[config.mk]
export PLATFORM = sky130hd
export DESIGN_NAME = bp_me_wb_client_bridge
export DESIGN_NICKNAME = d
export VERILOG_FILES = /design/src/rtl/bp_me_wb_client_bridge.sv
export SDC_FILE = /design/constraint.sdc
export NUM_CORES = 1
export LEC_CHECK = 0
export CAP_MARGIN = 40
export CORE_AREA = 2 2 170 172
export DETAILED_ROUTE_END_ITERATION = 10
export DIE_AREA = 0 0 172 174
export GPL_ROUTABILITY_DRIVEN = 1
export PLACE_DENSITY = 0.7
export RECOVER_POWER = 100
export SYNTH_ARGS = -nofsm -noshare
export SYNTH_HDL_FRONTEND = slang
export SYNTH_SLANG_ARGS = --single-unit
[constraint.sdc]
create_clock -name clk_i -period 4.67 [get_ports clk_i]
set_input_delay 0.934 -clock clk_i [delete_from_list [all_inputs] [get_ports clk_i]]
set_output_delay 0.934 -clock clk_i [all_outputs]
set_load 0.01 [all_outputs]
[src/rtl/bp_me_wb_client_bridge.sv]
// Wishbone classic (non-pipelined) slave to BedRock uncached memory command
// bridge. Each Wishbone cycle becomes one BedRock uc_rd/uc_wr command; the
// BedRock response is returned as a single-cycle Wishbone acknowledge.
//
// Header layout, MSB first:
//   payload {lce_id, did, way_id, state}, size, addr, subop, msg_type
//
// Handshake semantics on the BedRock side: a beat transfers on a rising clock
// edge where valid and ready are both high. The valid signal never depends on
// ready. Ready may depend on valid. Valid stays asserted and the header and
// data stay stable until the transfer happens.
module bp_me_wb_client_bridge #(
    parameter int paddr_width_p  = 40,
    parameter int did_width_p    = 3,
    parameter int lce_id_width_p = 4,
    parameter int lce_assoc_p    = 8,
    parameter int data_width_p   = 64,
    localparam int way_id_width_lp    = $clog2(lce_assoc_p),
    localparam int mem_header_width_lp = lce_id_width_p + did_width_p + way_id_width_lp
                                         + 3 + 3 + paddr_width_p + 4 + 3,
    localparam int wbone_addr_width_lp = paddr_width_p - 3
) (
    input  logic                           clk_i,
    input  logic                           reset_i,
    input  logic [lce_id_width_p-1:0]      lce_id_i,
    input  logic [did_width_p-1:0]         did_i,
    output logic [mem_header_width_lp-1:0] mem_cmd_header_o,
    output logic [data_width_p-1:0]        mem_cmd_data_o,
    output logic                           mem_cmd_v_o,
    input  logic                           mem_cmd_ready_i,
    input  logic [mem_header_width_lp-1:0] mem_resp_header_i,
    input  logic [data_width_p-1:0]        mem_resp_data_i,
    input  logic                           mem_resp_v_i,
    output logic                           mem_resp_ready_o,
    input  logic [wbone_addr_width_lp-1:0] adr_i,
    input  logic [data_width_p-1:0]        dat_i,
    input  logic                           cyc_i,
    input  logic                           stb_i,
    input  logic [data_width_p/8-1:0]      sel_i,
    input  logic                           we_i,
    output logic [data_width_p-1:0]        dat_o,
    output logic                           ack_o
);

    if (data_width_p != 64) begin : g_bad_width
        $error("bp_me_wb_client_bridge supports only data_width_p == 64");
    end

    localparam logic [2:0] msg_uc_rd_lp = 3'd2;
    localparam logic [2:0] msg_uc_wr_lp = 3'd3;
    localparam logic [3:0] subop_store_lp = 4'd0;
    localparam logic [2:0] size_1_lp = 3'd0;
    localparam logic [2:0] size_2_lp = 3'd1;
    localparam logic [2:0] size_4_lp = 3'd2;
    localparam logic [2:0] size_8_lp = 3'd3;

    typedef struct packed {
        logic [lce_id_width_p-1:0]   lce_id;
        logic [did_width_p-1:0]      did;
        logic [way_id_width_lp-1:0]  way_id;
        logic [2:0]                  state;
    } payload_s;

    typedef struct packed {
        payload_s                    payload;
        logic [2:0]                  size;
        logic [paddr_width_p-1:0]    addr;
        logic [3:0]                  subop;
        logic [2:0]                  msg_type;
    } mem_header_s;

    typedef enum logic [1:0] {
        IDLE = 2'd0,
        SEND = 2'd1,
        WAIT = 2'd2,
        ACK  = 2'd3
    } state_e;

    state_e      state_r, state_n;
    mem_header_s hdr_r, hdr_n;
    logic [63:0] data_r, wdata_n, shifted;
    logic [63:0] dat_r;
    logic [2:0]  size_n, offset_n;
    logic        capture, resp_fire;

    // Response header carries nothing the Wishbone side needs.
    logic unused_resp_header;
    assign unused_resp_header = ^mem_resp_header_i;

    // Decode byte selects into a naturally aligned size/offset and build the
    // replicated write data and the command header.
    always_comb begin
        size_n   = size_8_lp;
        offset_n = 3'd0;
        case (sel_i)
            8'h01: begin size_n = size_1_lp; offset_n = 3'd0; end
            8'h02: begin size_n = size_1_lp; offset_n = 3'd1; end
            8'h04: begin size_n = size_1_lp; offset_n = 3'd2; end
            8'h08: begin size_n = size_1_lp; offset_n = 3'd3; end
            8'h10: begin size_n = size_1_lp; offset_n = 3'd4; end
            8'h20: begin size_n = size_1_lp; offset_n = 3'd5; end
            8'h40: begin size_n = size_1_lp; offset_n = 3'd6; end
            8'h80: begin size_n = size_1_lp; offset_n = 3'd7; end
            8'h03: begin size_n = size_2_lp; offset_n = 3'd0; end
            8'h0C: begin size_n = size_2_lp; offset_n = 3'd2; end
            8'h30: begin size_n = size_2_lp; offset_n = 3'd4; end
            8'hC0: begin size_n = size_2_lp; offset_n = 3'd6; end
            8'h0F: begin size_n = size_4_lp; offset_n = 3'd0; end
            8'hF0: begin size_n = size_4_lp; offset_n = 3'd4; end
            default: begin size_n = size_8_lp; offset_n = 3'd0; end
        endcase

        shifted = dat_i >> {offset_n, 3'b000};
        case (size_n)
            size_1_lp: wdata_n = {8{shifted[7:0]}};
            size_2_lp: wdata_n = {4{shifted[15:0]}};
            size_4_lp: wdata_n = {2{shifted[31:0]}};
            default:   wdata_n = shifted;
        endcase
        if (!we_i) begin
            wdata_n = '0;
        end

        hdr_n                = '0;
        hdr_n.msg_type       = we_i ? msg_uc_wr_lp : msg_uc_rd_lp;
        hdr_n.subop          = subop_store_lp;
        hdr_n.addr           = {adr_i, offset_n};
        hdr_n.size           = size_n;
        hdr_n.payload.lce_id = lce_id_i;
        hdr_n.payload.did    = did_i;
    end

    // FSM state register.
    always_ff @(posedge clk_i) begin
        if (reset_i) begin
            state_r <= IDLE;
        end else begin
            state_r <= state_n;
        end
    end

    // Next-state and handshake outputs; one transaction outstanding at a time.
    always_comb begin
        state_n          = state_r;
        mem_cmd_v_o      = 1'b0;
        mem_resp_ready_o = 1'b0;
        ack_o            = 1'b0;
        capture          = 1'b0;
        resp_fire        = 1'b0;
        case (state_r)
            IDLE: begin
                if (cyc_i && stb_i) begin
                    capture = 1'b1;
                    state_n = SEND;
                end
            end
            SEND: begin
                mem_cmd_v_o = 1'b1;
                if (mem_cmd_ready_i) begin
                    state_n = WAIT;
                end
            end
            WAIT: begin
                mem_resp_ready_o = 1'b1;
                if (mem_resp_v_i) begin
                    resp_fire = 1'b1;
                    state_n   = ACK;
                end
            end
            ACK: begin
                // A master that dropped cyc has abandoned the cycle: no ack.
                ack_o   = cyc_i;
                state_n = IDLE;
            end
            default: state_n = IDLE;
        endcase
    end

    // Command capture and response data registers.
    always_ff @(posedge clk_i) begin
        if (reset_i) begin
            hdr_r  <= '0;
            data_r <= '0;
            dat_r  <= '0;
        end else begin
            if (capture) begin
                hdr_r  <= hdr_n;
                data_r <= wdata_n;
            end
            if (resp_fire) begin
                dat_r <= mem_resp_data_i;
            end
        end
    end

    assign mem_cmd_header_o = hdr_r;
    assign mem_cmd_data_o   = data_r;
    assign dat_o            = dat_r;

endmodule

* After elaboration in Yosys (flattened, before gate mapping) *
Index checks and enable logic that the tools add are counted.

cells by class
  add/sub/neg operators = 0
  multiply operators = 0
  divide/modulo/power cells = 0
  order comparisons = 0
  equal/unequal tests = 22
  shift-type cells = 1
  muxes and demuxes = 16
  bitwise gates (word level) = 0
  reductions and logical operators = 10

operators with widths
  cell                count
  $pmux 64 s3         1
  $mux 64             1
  $shr 64x6->64       1
  $eq 8x4->1 const B  3
  $eq 8x8->1 const B  3
  $pmux 3 s7          1
  $eq 8x2->1 const B  2
  $eq 8x6->1 const B  2
  $eq 8x1->1 const B  1
  $eq 8x3->1 const B  1
  $eq 8x5->1 const B  1
  $eq 8x7->1 const B  1
  $mux 1              8
  $pmux 2 s4          1
  $reduce_or 8->1     1
  $mux 2              3
  $ne 2x2->1 const B  3
  $pmux 2 s3          1
  $reduce_or 2->1     3
  $eq 2x2->1 const B  2
  $reduce_or 4->1     1
  $eq 3x1->1 const B  1
  $eq 3x2->1 const B  1
  $logic_not 3->1     1
  5 further kinds     5

word-level totals
  bits in registers = 183
  bits in latches = 0
  memory bits (writable) = 0
  ROM bits = 0
  bits of input ports = 250
  output and inout bits = 194
  memories = 0

* Logic depth before layout (Yosys ltp) *
Gate-level depths: netlist of run 1.

  depth in word-level cells = 6
  gate-level depth with buffers = 13
  gate-level depth less buffers = 8

* Least setup slack after synthesis of run 1 *
No wires, ideal clock.

  path type = input to register
  start = input port sel_i[2]
  end = register data_r[22], in the netlist mem_cmd_data_o[22]
  setup time = 0.121 ns
  arrival = 3.515 ns
  required time = 4.549 ns
  setup slack = 1.034 ns
  stages = 12
  buffers on the path = 4
  path through = clkbuf_2 -> or4_4 -> buf_6 -> or4_1 -> buf_4 -> nand2_4 -> buf_12 -> mux4_2 -> a221oi_1 -> o21ai_0 -> nand2_1 -> o21ai_0

on the way
  cells in the longest elaborated chain, start to end = 6
  elaborated cells on any way between the ends = 28

ends and longest elaborated chain
  element                                            RTL line  source
  start: declaration                                 39        input logic [data_width_p/8-1:0] sel_i,
  $eq 8x8->1 (tied with other cells)                 95        case (sel_i)
  $reduce_or 3->1 (no line) (tied with other cells)  --
  $pmux 3 s7 / $pmux 2 s3 (equally long branches)    95
  $shr 64x6->64 (tied with other cells)              113       shifted = dat_i >> {offset_n, 3'b000};
  $pmux 64 s3 *                                      114       case (size_n)
  $mux 64 *                                          120       if (!we_i) begin
  end signal: assignment                             188       data_r <= wdata_n;
  end: declaration                                   81        logic [63:0] data_r, wdata_n, shifted;

Every way passes the cells marked *; elsewhere a longest branch is shown, timed or not.
A chain may end at the register's enable or synchronous reset.

* Worst setup path after layout of run 1 *
  start = input port sel_i[6]
  end = register data_r[58], in the netlist mem_cmd_data_o[58]

The elaborated chain is that of the path after synthesis.

==> results of run 1 <==
## cells by family after synthesis
family / share of synthesized area (%)
muxes: 9.46
other: 0.0416
and+or+nand+nor: 20.6
xor gates and xnor gates: 0.583
buffers and inverters: 5.92
adders and majority gates: 0.694
AOI/OAI and AO/OA: 22.5
DFF: 40.2
## stage by stage
stage          total power [W]  hold slack (ns)  area, um^2
4_1_cts                0.00457            0.454       13700
5_1_grt                0.00466            0.466       13600
3_5_place_dp           0.00305            0.442       13100
3_3_place_gp           0.00302            0.438       13100
6_report               0.00446            0.451       13600
2_1_floorplan          0.00238            0.472        9050
## worst max-delay path, stage by stage
cell and delay (ns):
dlygate4sd3_1 0.70, nor2_1 0.33, xnor2_1 0.14, or2_2 0.48, nor2_1 0.61, a2bb2oi_1 0.21, a221oi_1 0.78, a221oi_2 0.19
o31ai_1 0.25
## flip-flops by register name (all words and copies together) (netlist names)
register / count
mem_cmd_data_o: 64
mem_cmd_header_o: 51
state_r: 2
dat_o: 64
## worst max-delay path by stage
| stage | startpoint | endpoint | slack, ns | depth (start not counted) |
|---|---|---|---|---|
| after floorplan | sel_i[2] | mem_cmd_data_o[22]$_SDFFE_PP0P_ | 1.03 | 12 |
| after global placement | sel_i[6] | mem_cmd_data_o[16]$_SDFFE_PP0P_ | 0.39 | 10 |
| after detailed placement | sel_i[6] | mem_cmd_data_o[26]$_SDFFE_PP0P_ | 0.37 | 9 |
| after CTS | sel_i[6] | mem_cmd_data_o[58]$_SDFFE_PP0P_ | 0.81 | 9 |
| after global routing | sel_i[6] | mem_cmd_data_o[58]$_SDFFE_PP0P_ | 0.28 | 9 |
| final | sel_i[6] | mem_cmd_data_o[58]$_SDFFE_PP0P_ | 0.38 | 9 |
## power by group through the flow
stage	clock network (W)	registers [W]	logic, W
6_report	0.00151	0.00177	0.00118
5_1_grt	0.00159	0.00179	0.00128
4_1_cts	0.00155	0.00177	0.00125
3_5_place_dp	0	0.00181	0.00124
3_3_place_gp	0	0.00180	0.00122
2_1_floorplan	0	0.00187	0.000511
## layer usage
metal  vias to the layer above  share of wire, %  GRT usage (%)  wire length (um)
li1                       4615                 -              -                 -
met1                      4502                41           30.9             15100
met2                       474                47           38.3             17200
met3                        67               9.0           5.60              3310
met4                         0               3.4           9.00              1250
met5                         -                 0              0                 0
## layout make-up
| class | instances | area (um^2) | area share [%] |
|---|---|---|---|
| diodes | 2 | 5.00 | 0.0367 |
| clock buffers | 18 | 429 | 3.14 |
| clock inverters | 14 | 183 | 1.34 |
| inverters | 6 | 22.5 | 0.165 |
| multi-input cells | 848 | 4860 | 35.6 |
| flip-flops and latches | 181 | 3620 | 26.6 |
| well taps | 384 | 480 | 3.52 |
| repair buffers | 415 | 4040 | 29.6 |
## cells in the final DEF (no fill, tap or decap), types with 5 or more instances in the layout
cell / n
nand4_1: 6
conb_1: 12
a22o_1: 13
a2bb2oi_1: 5
clkbuf_1: 11
inv_1: 6
o31ai_1: 20
ha_1: 5
a22oi_1: 13
and3_1: 5
a222oi_1: 5
a21oi_1: 159
nand3_1: 19
a221oi_1: 9
nand2_1: 313
o21ai_0: 48
mux2_2: 6
mux2i_1: 41
mux4_1: 5
buf_4: 34
a32o_1: 11
dlygate4sd3_1: 184
a211oi_1: 6
mux4_2: 9
nor3_1: 7
clkbuf_16: 17
clkdlybuf4s50_1: 183
dfxtp_1: 181
nor2_1: 61
==> impl_results.md, run 1 <==
- Status: complete, but fails checks
- Failing checks: capacitance limit, slew limit
- Gate power share: 26.6%
- Placed Instances: 1834
- Crit path arrival time: 4.63 ns
- Max Cap Viol: 3
- Vias in the first global route: 9012
- Reg2reg path depth: 6
- Hold Path Stages: 2
- Final setup viols: 0
- CTS Sinks: 181
- Num rows: 62
- Async SR Flop Fraction: 0%
- Io pins: 444
- Post-Syn Area: 9010 um^2
- Hold_buf cts: 0
- Worst Setup Slack, final: 0.384 ns
- Final period utilization: 91.8%
- Die width: 172 um
- Hold crit path type: flip-flop to flip-flop
- Final core area utilization: 48.3%
- Pre-CTS WS: 0.369 ns
- Via density: 5.17
- Fin Setup TNS: 0 ns
- Post-synth EDFFs: 0
- Final nets: 1724
- Top-area cell type share of the netlist area: 40.2%
- Max clock buf depth: 2
- Register share of total power: 39.7%
- Synth cell types: 75
- Max Slew Vio Count: 118
- Worst Hold End: mem_cmd_header_o[39]$_SDFFE_PP0P_
- Crit start category: input port
- Sequential share of the synthesized area: 40.2%
- Clock Skew: 0.0160 ns
- Mapped Avg Cell Area: 8.00 um^2
- Sw frac: 32.5%
- Largest net degree at the start of global routing: 70
- Mean routed wirelength per cell: 19.8 um
- Crit Path Max Fanout: 13
- Synth Instances: 1127
- Initial antenna violation count: 2
- GRT Residual Overflow: 0
- Peak Freq: 233 MHz
- Area growth syn-to-layout: 51.4%
- Yosys reg bits: 181
- Final ANT Viol Nets: 0
- First-pass GRT wire length: 54.0 mm
- CORE AREA: 28200 um^2
- CTS clk-pin slew, worst paths: 0.07 ns
- Slew at the pin with the worst max-slew slack: 2.04 ns
- Number of fill cells in the layout: 2781
- Synth top area cells: dfxtp_1 40%, nand2_1 13%, a21oi_1 8.8%
- Tot GR Track Use: 23.8%
- DRT Pass-1 Iters: 7
- Worst skew pair latency: 0.44 ns
- Num CTS Buffers: 17
- Post CTS Setup Buffer Count: 0
- Tmin final: 4.29 ns
- Leakage power: 5.56 nW
- Final WL: 36.9 mm
- TritonCTS clock tree: built
- Drt initial violations: 841
- Switch Pwr: 0.00145 W
- Pwr Density: 327 nW/um^2
- Max VDD drop: 0.192 mV
- Hold Violations, Final: 0
- Initial cell density of the core: 31.9%
- Final GP Congestion: 0.962
- Post_cts resized: 0
- R2r setup slk: 1.41 ns
- Slew HR: -36.0%
- Crit Reg-Reg Endpoint: mem_cmd_header_o[21]$_SDFFE_PP0P_
- Non-Filler Instances: 1868
- Ys flop type: dfxtp_1
- H-tree lvl count: 4
- RSZ-0062 raised after global routing: false
- CP Class: input port to flip-flop
- Clock root cell: clkbuf_16
- Residual DRC: 0
- Routed vias: 9658
- Most frequent cell after synthesis: nand2_1
- Buffers on Ports: 368
- Part of the power in the clock network: 33.8%
- Die H: 174 um
- CP required: 5.01 ns
- Yosys warning total: 0
- Die Area: 29900 um^2
- Synth cell count leaders: 314 x nand2_1, 181 x dfxtp_1, 158 x a21oi_1
- Hold Crit Start: mem_cmd_header_o[39]$_SDFFE_PP0P_
- Crit end category: flip-flop
- R2r startpoint: state_r[0]$_SDFFE_PP0P_
- Layout cell share with drive strength beyond 1: 7.09%
- Dpl hpwl: 28.4 mm
- Int Power: 0.00301 W
- Cell taking the most area after synthesis: dfxtp_1
Power figures use the tool's default switching activity.
==> run 2: changes to the inputs <==
Settings changed: CORE_AREA 2 2 170 172 to 2 2 173 175, DIE_AREA 0 0 172 174 to 0 0 175 177, DONT_BUFFER_PORTS set to 1, PLACE_DENSITY 0.7 to 0.49.
==> run 2 against run 1 <==
  * The run still ends with capacitance limit, slew limit left
  * Critical path depth did not move
  * Clock power rose by 4%
  * Clock-buffer cell count did not move
  * Register-to-register slack barely moved
  * Wire length fell by 10%
  * Die area rose by 3.5%
  * Flip-flop and latch count did not move
  * Hold slack improved by 0.043 ns
==> impl_results.md, run 2 (synthesis gave the netlist of run 1 again) <==
- Status: complete, but fails checks
- Failing checks: capacitance limit, slew limit
- Area growth syn-to-layout: 8.72%
- GRT Residual Overflow: 0 (unchanged)
- Crit Path Max Fanout: 15 (+2)
- DRT Pass-1 Iters: 6 (-1)
- Max Slew Vio Count: 105 (-11%)
- Num rows: 63 (+1.6%)
- Register share of total power: 46.3% (+6.6 points)
- Hold Violations, Final: 0 (unchanged)
- Largest net degree at the start of global routing: 144 (+110%)
- CP required: 5.03 ns (+0.02 ns)
- Post_cts resized: 0 (unchanged)
- Final WL: 33.2 mm (-10%)
- Max clock buf depth: 2 (unchanged)
- Hold crit path type: flip-flop to flip-flop
- Die H: 177 um (+1.7%)
- Switch Pwr: 0.00129 W (-11%)
- Part of the power in the clock network: 38.6% (+4.8 points)
- Gate power share: 15.1% (-12 points)
- Clock Skew: 0.00993 ns (-0.00608 ns)
- Leakage power: 3.49 nW (-37%)
- H-tree lvl count: 4 (unchanged)
- Crit start category: input port
- Initial antenna violation count: 0 (-2)
- Slew at the pin with the worst max-slew slack: 1.93 ns (-0.105 ns)
- CORE AREA: 29200 um^2 (+3.6%)
- Worst path slowest cell: clkbuf_1
- Commonest non-fill, non-tap cell in the layout: nand2_1
- Final setup viols: 0 (unchanged)
- Area of the multi-input gates: 4860 um^2 (-0.13%)
- Fin Setup TNS: 0 ns (unchanged)
- CTS clk-pin slew, worst paths: 0.07 ns (about the same)
- Die width: 175 um (+1.7%)
- Crit path arrival time: 4.42 ns (-0.21 ns)
- Buffers on Ports: 0 (-100%)
- First-pass GRT wire length: 48.2 mm (-11%)
- Drt initial violations: 603 (-28%)
- Tmin final: 4.06 ns (-0.224 ns)
- RSZ-0062 raised after global routing: false
- Layout cell share with drive strength beyond 1: 7.53% (+0.44 points)
- Die Area: 31000 um^2 (+3.5%)
- Mean routed wirelength per cell: 22.5 um (+14%)
- CTS Sinks: 181 (unchanged)
- Worst hold slack: 0.494 ns (+0.0426 ns)
- Pwr Density: 417 nW/um^2 (+28%)
- Sequential Area: 3620 um^2 (unchanged)
- CP max stage delay: 0.77 ns (about the same)
- Antenna Cells: 0 (-2)
- TritonCTS clock tree: built
- Commonest non-fill, non-tap cells in the layout: 313 x nand2_1, 181 x dfxtp_1, 160 x a21oi_1
- Io pins: 444 (unchanged)
- Peak Freq: 246 MHz (+5.5%)
- Residual DRC: 0 (unchanged)
- Int Power: 0.00279 W (-7.3%)
- Crit end category: flip-flop
- Critical Path, Cell by Cell: or4_1 -> a21oi_1 -> clkbuf_1 -> nor2_1 -> clkbuf_1 -> a22o_1 -> nor2_1 -> a31oi_1 -> o21ai_0
- Vias in the first global route: 7330 (-19%)
- Clock root cell: clkbuf_16
- Num CTS Buffers: 17 (unchanged)
- Initial cell density of the core: 30.8% (-1.1 points)
- Final GP Congestion: 0.884 (-8.2%)
- CP Class: input port to flip-flop
- Worst skew pair latency: 0.44 ns (about the same)
- Hold_buf cts: 0 (unchanged)
- Via density: 5.49 (+6.2%)
- Max Cap Viol: 3 (unchanged)
- Dpl hpwl: 24.8 mm (-12%)
- Routed vias: 8120 (-16%)
- Final ANT Viol Nets: 0 (unchanged)
- Max VDD drop: 0.236 mV (+23%)
- Slew HR: -29.0% (+7.0 points)
- Sw frac: 31.7% (-0.83 points)
- Post CTS Setup Buffer Count: 0 (unchanged)
- Final period utilization: 87.0% (-4.8 points)
- Number of fill cells in the layout: 3151 (+13%)
- Tot GR Track Use: 20.3% (-3.5 points)
- Final nets: 1331 (-23%)
## run 2: changes by cell type in the layout (fill, tap and decap cells not counted), sizes merged
cell / previous run / this run
dlygate4sd3: 184 / 0
clkdlybuf4s50: 183 / 0
buf: 37 / 17
clkbuf: 29 / 23
inv: 15 / 12
bufinv: 1 / 3
diode: 2 / 0
clkinv: 3 / 4
## run 2: per-layer routing
metal  vias to the layer above  wire length (um)  track usage [%]
met5                         -                 0                0
met3                        30              3270             5.76
li1                       3844                 -                -
met2                       414             15600             32.8
met1                      3832             13700             26.2
met4                         0               631             6.28
## run 2: path summary, 6_finish.rpt
path | cells after the start | slack [ns] | end | start
min reg2reg | 2 | 0.49 | mem_cmd_header_o[28]$_SDFFE_PP0P_ | mem_cmd_header_o[28]$_SDFFE_PP0P_
min | 2 | 0.49 | mem_cmd_header_o[28]$_SDFFE_PP0P_ | mem_cmd_header_o[28]$_SDFFE_PP0P_
max | 9 | 0.61 | mem_cmd_data_o[51]$_SDFFE_PP0P_ | sel_i[0]
max reg2reg | 6 | 1.42 | mem_cmd_header_o[25]$_SDFFE_PP0P_ | state_r[0]$_SDFFE_PP0P_
## run 2: metrics by stage
step	cell area (um^2)	setup WS (ns)	util [%]	total power (W)	std cells
final	9800	0.608	33.5	0.00408	1479
after global routing	9800	0.472	33.5	0.00430	1479
after CTS	9880	1.11	33.8	0.00415	1479
after detailed placement	9230	0.643	31.6	0.00256	1447
after global placement	9210	0.703	31.5	0.00254	1446
after floorplan	9050	1.03	-	0.00238	1138
## run 2: power by group through the flow
stage	logic (W)	registers (W)	clock network (W)
CTS	0.000627	0.00190	0.00163
floorplan	0.000511	0.00187	0
detailed placement	0.000626	0.00193	0
global route	0.000695	0.00191	0.00170
global placement	0.000611	0.00193	0
finish	0.000618	0.00189	0.00157
## run 2: layout make-up
class                      instances  area share [%]
multi-input combinational        848            49.6
sequential                       181            37.0
tap                              390            4.98
clock buffer                      18            4.48
clock inverter                    14            2.13
timing repair buffer              22            1.62
inverter                           6           0.230
## run 2: worst max-delay path, delay by kind of cell
kind	cells	cell delay, ns
buf+inv	2	1.10
compound gates	4	0.90
simple gates	3	1.48
==> run 3: changes to the inputs <==
Settings changed: CELL_PAD_IN_SITES_DETAIL_PLACEMENT set to 0, CELL_PAD_IN_SITES_GLOBAL_PLACEMENT set to 1, CORE_AREA 2 2 173 175 to 2 2 174 176, DIE_AREA 0 0 175 177 to 0 0 176 178, PLACE_DENSITY 0.49 to 0.63.
==> run 3 against run 2 <==
  * The flow still finishes with violations (capacitance limit, slew limit)
  * Non-clock buffer count up 2
  * Register-to-register slack worse by 0.19 ns
  * Clock skew up 0.0029 ns
  * Utilization down 0.29 points
  * Maximum frequency up 1.5%
  * Sequential power about the same
  * Worst setup slack better by 0.061 ns
  * Clock-buffer cell count up 2
  * Largest cell class unchanged
==> impl_results.md, run 3 (synthesis gave the netlist of run 1 again) <==
- Status: complete, but fails checks
- Failing checks: capacitance limit, slew limit
- Initial cell density of the core: 30.6% (-0.17 points)
- Tmin final: 4.00 ns (-0.0605 ns)
- Via density: 5.46 (-0.52%)
- Commonest non-fill, non-tap cell in the layout: nand2_1
- Final GP Congestion: 0.894 (+1.2%)
- Drt initial violations: 654 (+8.5%)
- DRT Pass-1 Iters: 5 (-1)
- Most used cell, CP: clkbuf_1
- Gate power share: 15.6% (+0.5 points)
- R2r startpoint: state_r[0]$_SDFFE_PP0P_
- Sequential Area: 3620 um^2 (unchanged)
- Fin area: 9770 um^2 (-0.32%)
- Final nets: 1333 (+0.15%)
- Placed Instances: 1449 (+0.14%)
- Post CTS Setup Buffer Count: 0 (unchanged)
- Hold_buf cts: 0 (unchanged)
- Layout cell share with drive strength beyond 1: 7.52% (about the same)
- RSZ-0062 raised after global routing: false
- Slew HR: -95.8% (-67 points)
- Mean routed wirelength per cell: 23.0 um (+2.4%)
- Crit end category: flip-flop
- Residual DRC: 0 (unchanged)
- CP Class: input port to flip-flop
- Peak Freq: 250 MHz (+1.5%)
- Part of the power in the clock network: 37.0% (-1.6 points)
- Commonest non-fill, non-tap cells in the layout: 313 x nand2_1, 181 x dfxtp_1, 159 x a21oi_1
- Tot GR Track Use: 20.6% (+0.35 points)
- Hold crit path type: flip-flop to flip-flop
- Register share of total power: 47.4% (+1.1 points)
- Final ANT Viol Nets: 0 (unchanged)
- Post_cts resized: 0 (unchanged)
- Int Power: 0.00274 W (-1.9%)
- Area growth syn-to-layout: 8.37%
- Max VDD drop: 0.237 mV (+0.29%)
- CP bufs+invs: 2 (unchanged)
- Critical Path, Cell by Cell: or4_1 -> nor4_4 -> clkbuf_1 -> nor2_4 -> clkbuf_1 -> mux4_1 -> mux2_1 -> or2_0 -> a32o_1
- TritonCTS clock tree: built
- Sw frac: 31.5% (-0.23 points)
- H-tree lvl count: 4 (unchanged)
- Worst path slowest cell: or4_1
- Vias in the first global route: 7290 (-0.55%)
- Largest net degree at the start of global routing: 144 (unchanged)
- Crit start category: input port
- Die width: 176 um (+0.57%)
- Worst hold slack: 0.499 ns (+0.00525 ns)
- Max clock buf depth: 2 (unchanged)
- Crit-path leading delay family: simple AND/OR/NAND/NOR gates
- Final core area utilization: 33.2% (-0.29 points)
- Final setup viols: 0 (unchanged)
- Number of fill cells in the layout: 3153 (+0.063%)
- Final WL: 34.0 mm (+2.5%)
- Hold Crit Start: dat_o[37]$_SDFFE_PP0P_
- Die Area: 31300 um^2 (+1.1%)
- Pwr Density: 409 nW/um^2 (-1.9%)
- Initial antenna violation count: 0 (unchanged)
- Num rows: 63 (unchanged)
- GRT Residual Overflow: 0 (unchanged)
- Io pins: 444 (unchanged)
- Crit Path Max Fanout: 17 (+2)
- Crit path from: sel_i[0]
- Crit path arrival time: 4.32 ns (-0.10 ns)
- CTS Sinks: 181 (unchanged)
- CP max stage delay: 0.68 ns (-0.09 ns)
- Num CTS Buffers: 17 (unchanged)
- CTS clk-pin slew, worst paths: 0.07 ns (about the same)
- Leakage power: 3.48 nW (about the same)
- Routed vias: 8083 (-0.46%)
- Final period utilization: 85.7% (-1.3 points)
- Max Cap Viol: 2 (-1)
- Die H: 178 um (+0.56%)
- Dpl hpwl: 25.5 mm (+2.8%)
- Non-Filler Instances: 1480 (+0.068%)
- CORE AREA: 29400 um^2 (+0.54%)
- Max Slew Vio Count: 118 (+12%)
- First-pass GRT wire length: 48.7 mm (+0.99%)
- Slew at the pin with the worst max-slew slack: 2.94 ns (+1.00 ns)
- Switch Pwr: 0.00126 W (-2.9%)
- Fin Setup TNS: 0 ns (unchanged)
- Worst skew pair latency: 0.43 ns (about the same)
- Area of the multi-input gates: 4860 um^2 (+0.18%)
- Hold Violations, Final: 0 (unchanged)
- CP required: 4.98 ns (-0.05 ns)
- Buffers on Ports: 0 (unchanged)
- Placed cell areas: 9250 um^2 (+0.16%)
- Clock root cell: clkbuf_16
- Antenna Cells: 0 (unchanged)
- Clock Skew: 0.0128 ns (+0.00285 ns)
==> run 3: cell count changes in the layout (fill, tap and decap cells not counted), moves of 2 or more <==
cell	previous run	this run
clkinv_4	0	4
clkinv_8	3	0
clkbuf_1	5	7
inv_6	4	2
==> run 3: routing by layer <==
metal / GRT usage [%] / up-vias / routed length, um
met2: 32.5 / 396 / 15800
met1: 26.3 / 3821 / 13800
met5: 0 / - / 0
li1: - / 3838 / -
met4: 6.03 / 0 / 635
met3: 7.86 / 28 / 3770
==> run 3: path summary, 6_finish.rpt <==
| check | to | slack (ns) | cells past startpoint |
|---|---|---|---|
| setup / recovery | mem_cmd_data_o[47]$_SDFFE_PP0P_ | 0.67 | 9 |
| hold reg to reg | dat_o[37]$_SDFFE_PP0P_ | 0.50 | 2 |
| hold / removal | dat_o[37]$_SDFFE_PP0P_ | 0.50 | 2 |
| setup reg to reg | dat_o[20]$_SDFFE_PP0P_ | 1.23 | 6 |
==> run 3: area by class of cell <==
cell class                 count  area share [%]
tap                          390            5.00
inverter                       6           0.231
multi-input combinational    848            49.8
clock inverter                11            1.43
timing repair buffer          24            1.74
sequential                   181            37.1
clock buffer                  20            4.68
==> run 3: power by group through the flow <==
stage,sequential (W),combinational (W),clock [W]
floorplan,0.00187,0.000511,0
global placement,0.00193,0.000615,0
detailed placement,0.00193,0.000629,0
CTS,0.00190,0.000631,0.00153
global route,0.00191,0.000703,0.00159
finish,0.00189,0.000623,0.00148
==> run 3: worst reg2reg max path: stages (launching register included) <==
cell and delay, ns:
dfxtp_1 0.38, inv_1 0.11, ha_1 0.32, nand2_2 0.09, clkbuf_1 2.07, nand2_1 0.19, a21oi_1 0.23
==> run 3: stage by stage <==
stage / total power [W] / setup WS [ns]
2_1_floorplan: 0.00238 / 1.03
3_3_place_gp: 0.00255 / 0.697
3_5_place_dp: 0.00256 / 0.673
4_1_cts: 0.00405 / 1.13
5_1_grt: 0.00420 / 0.510
6_report: 0.00399 / 0.668
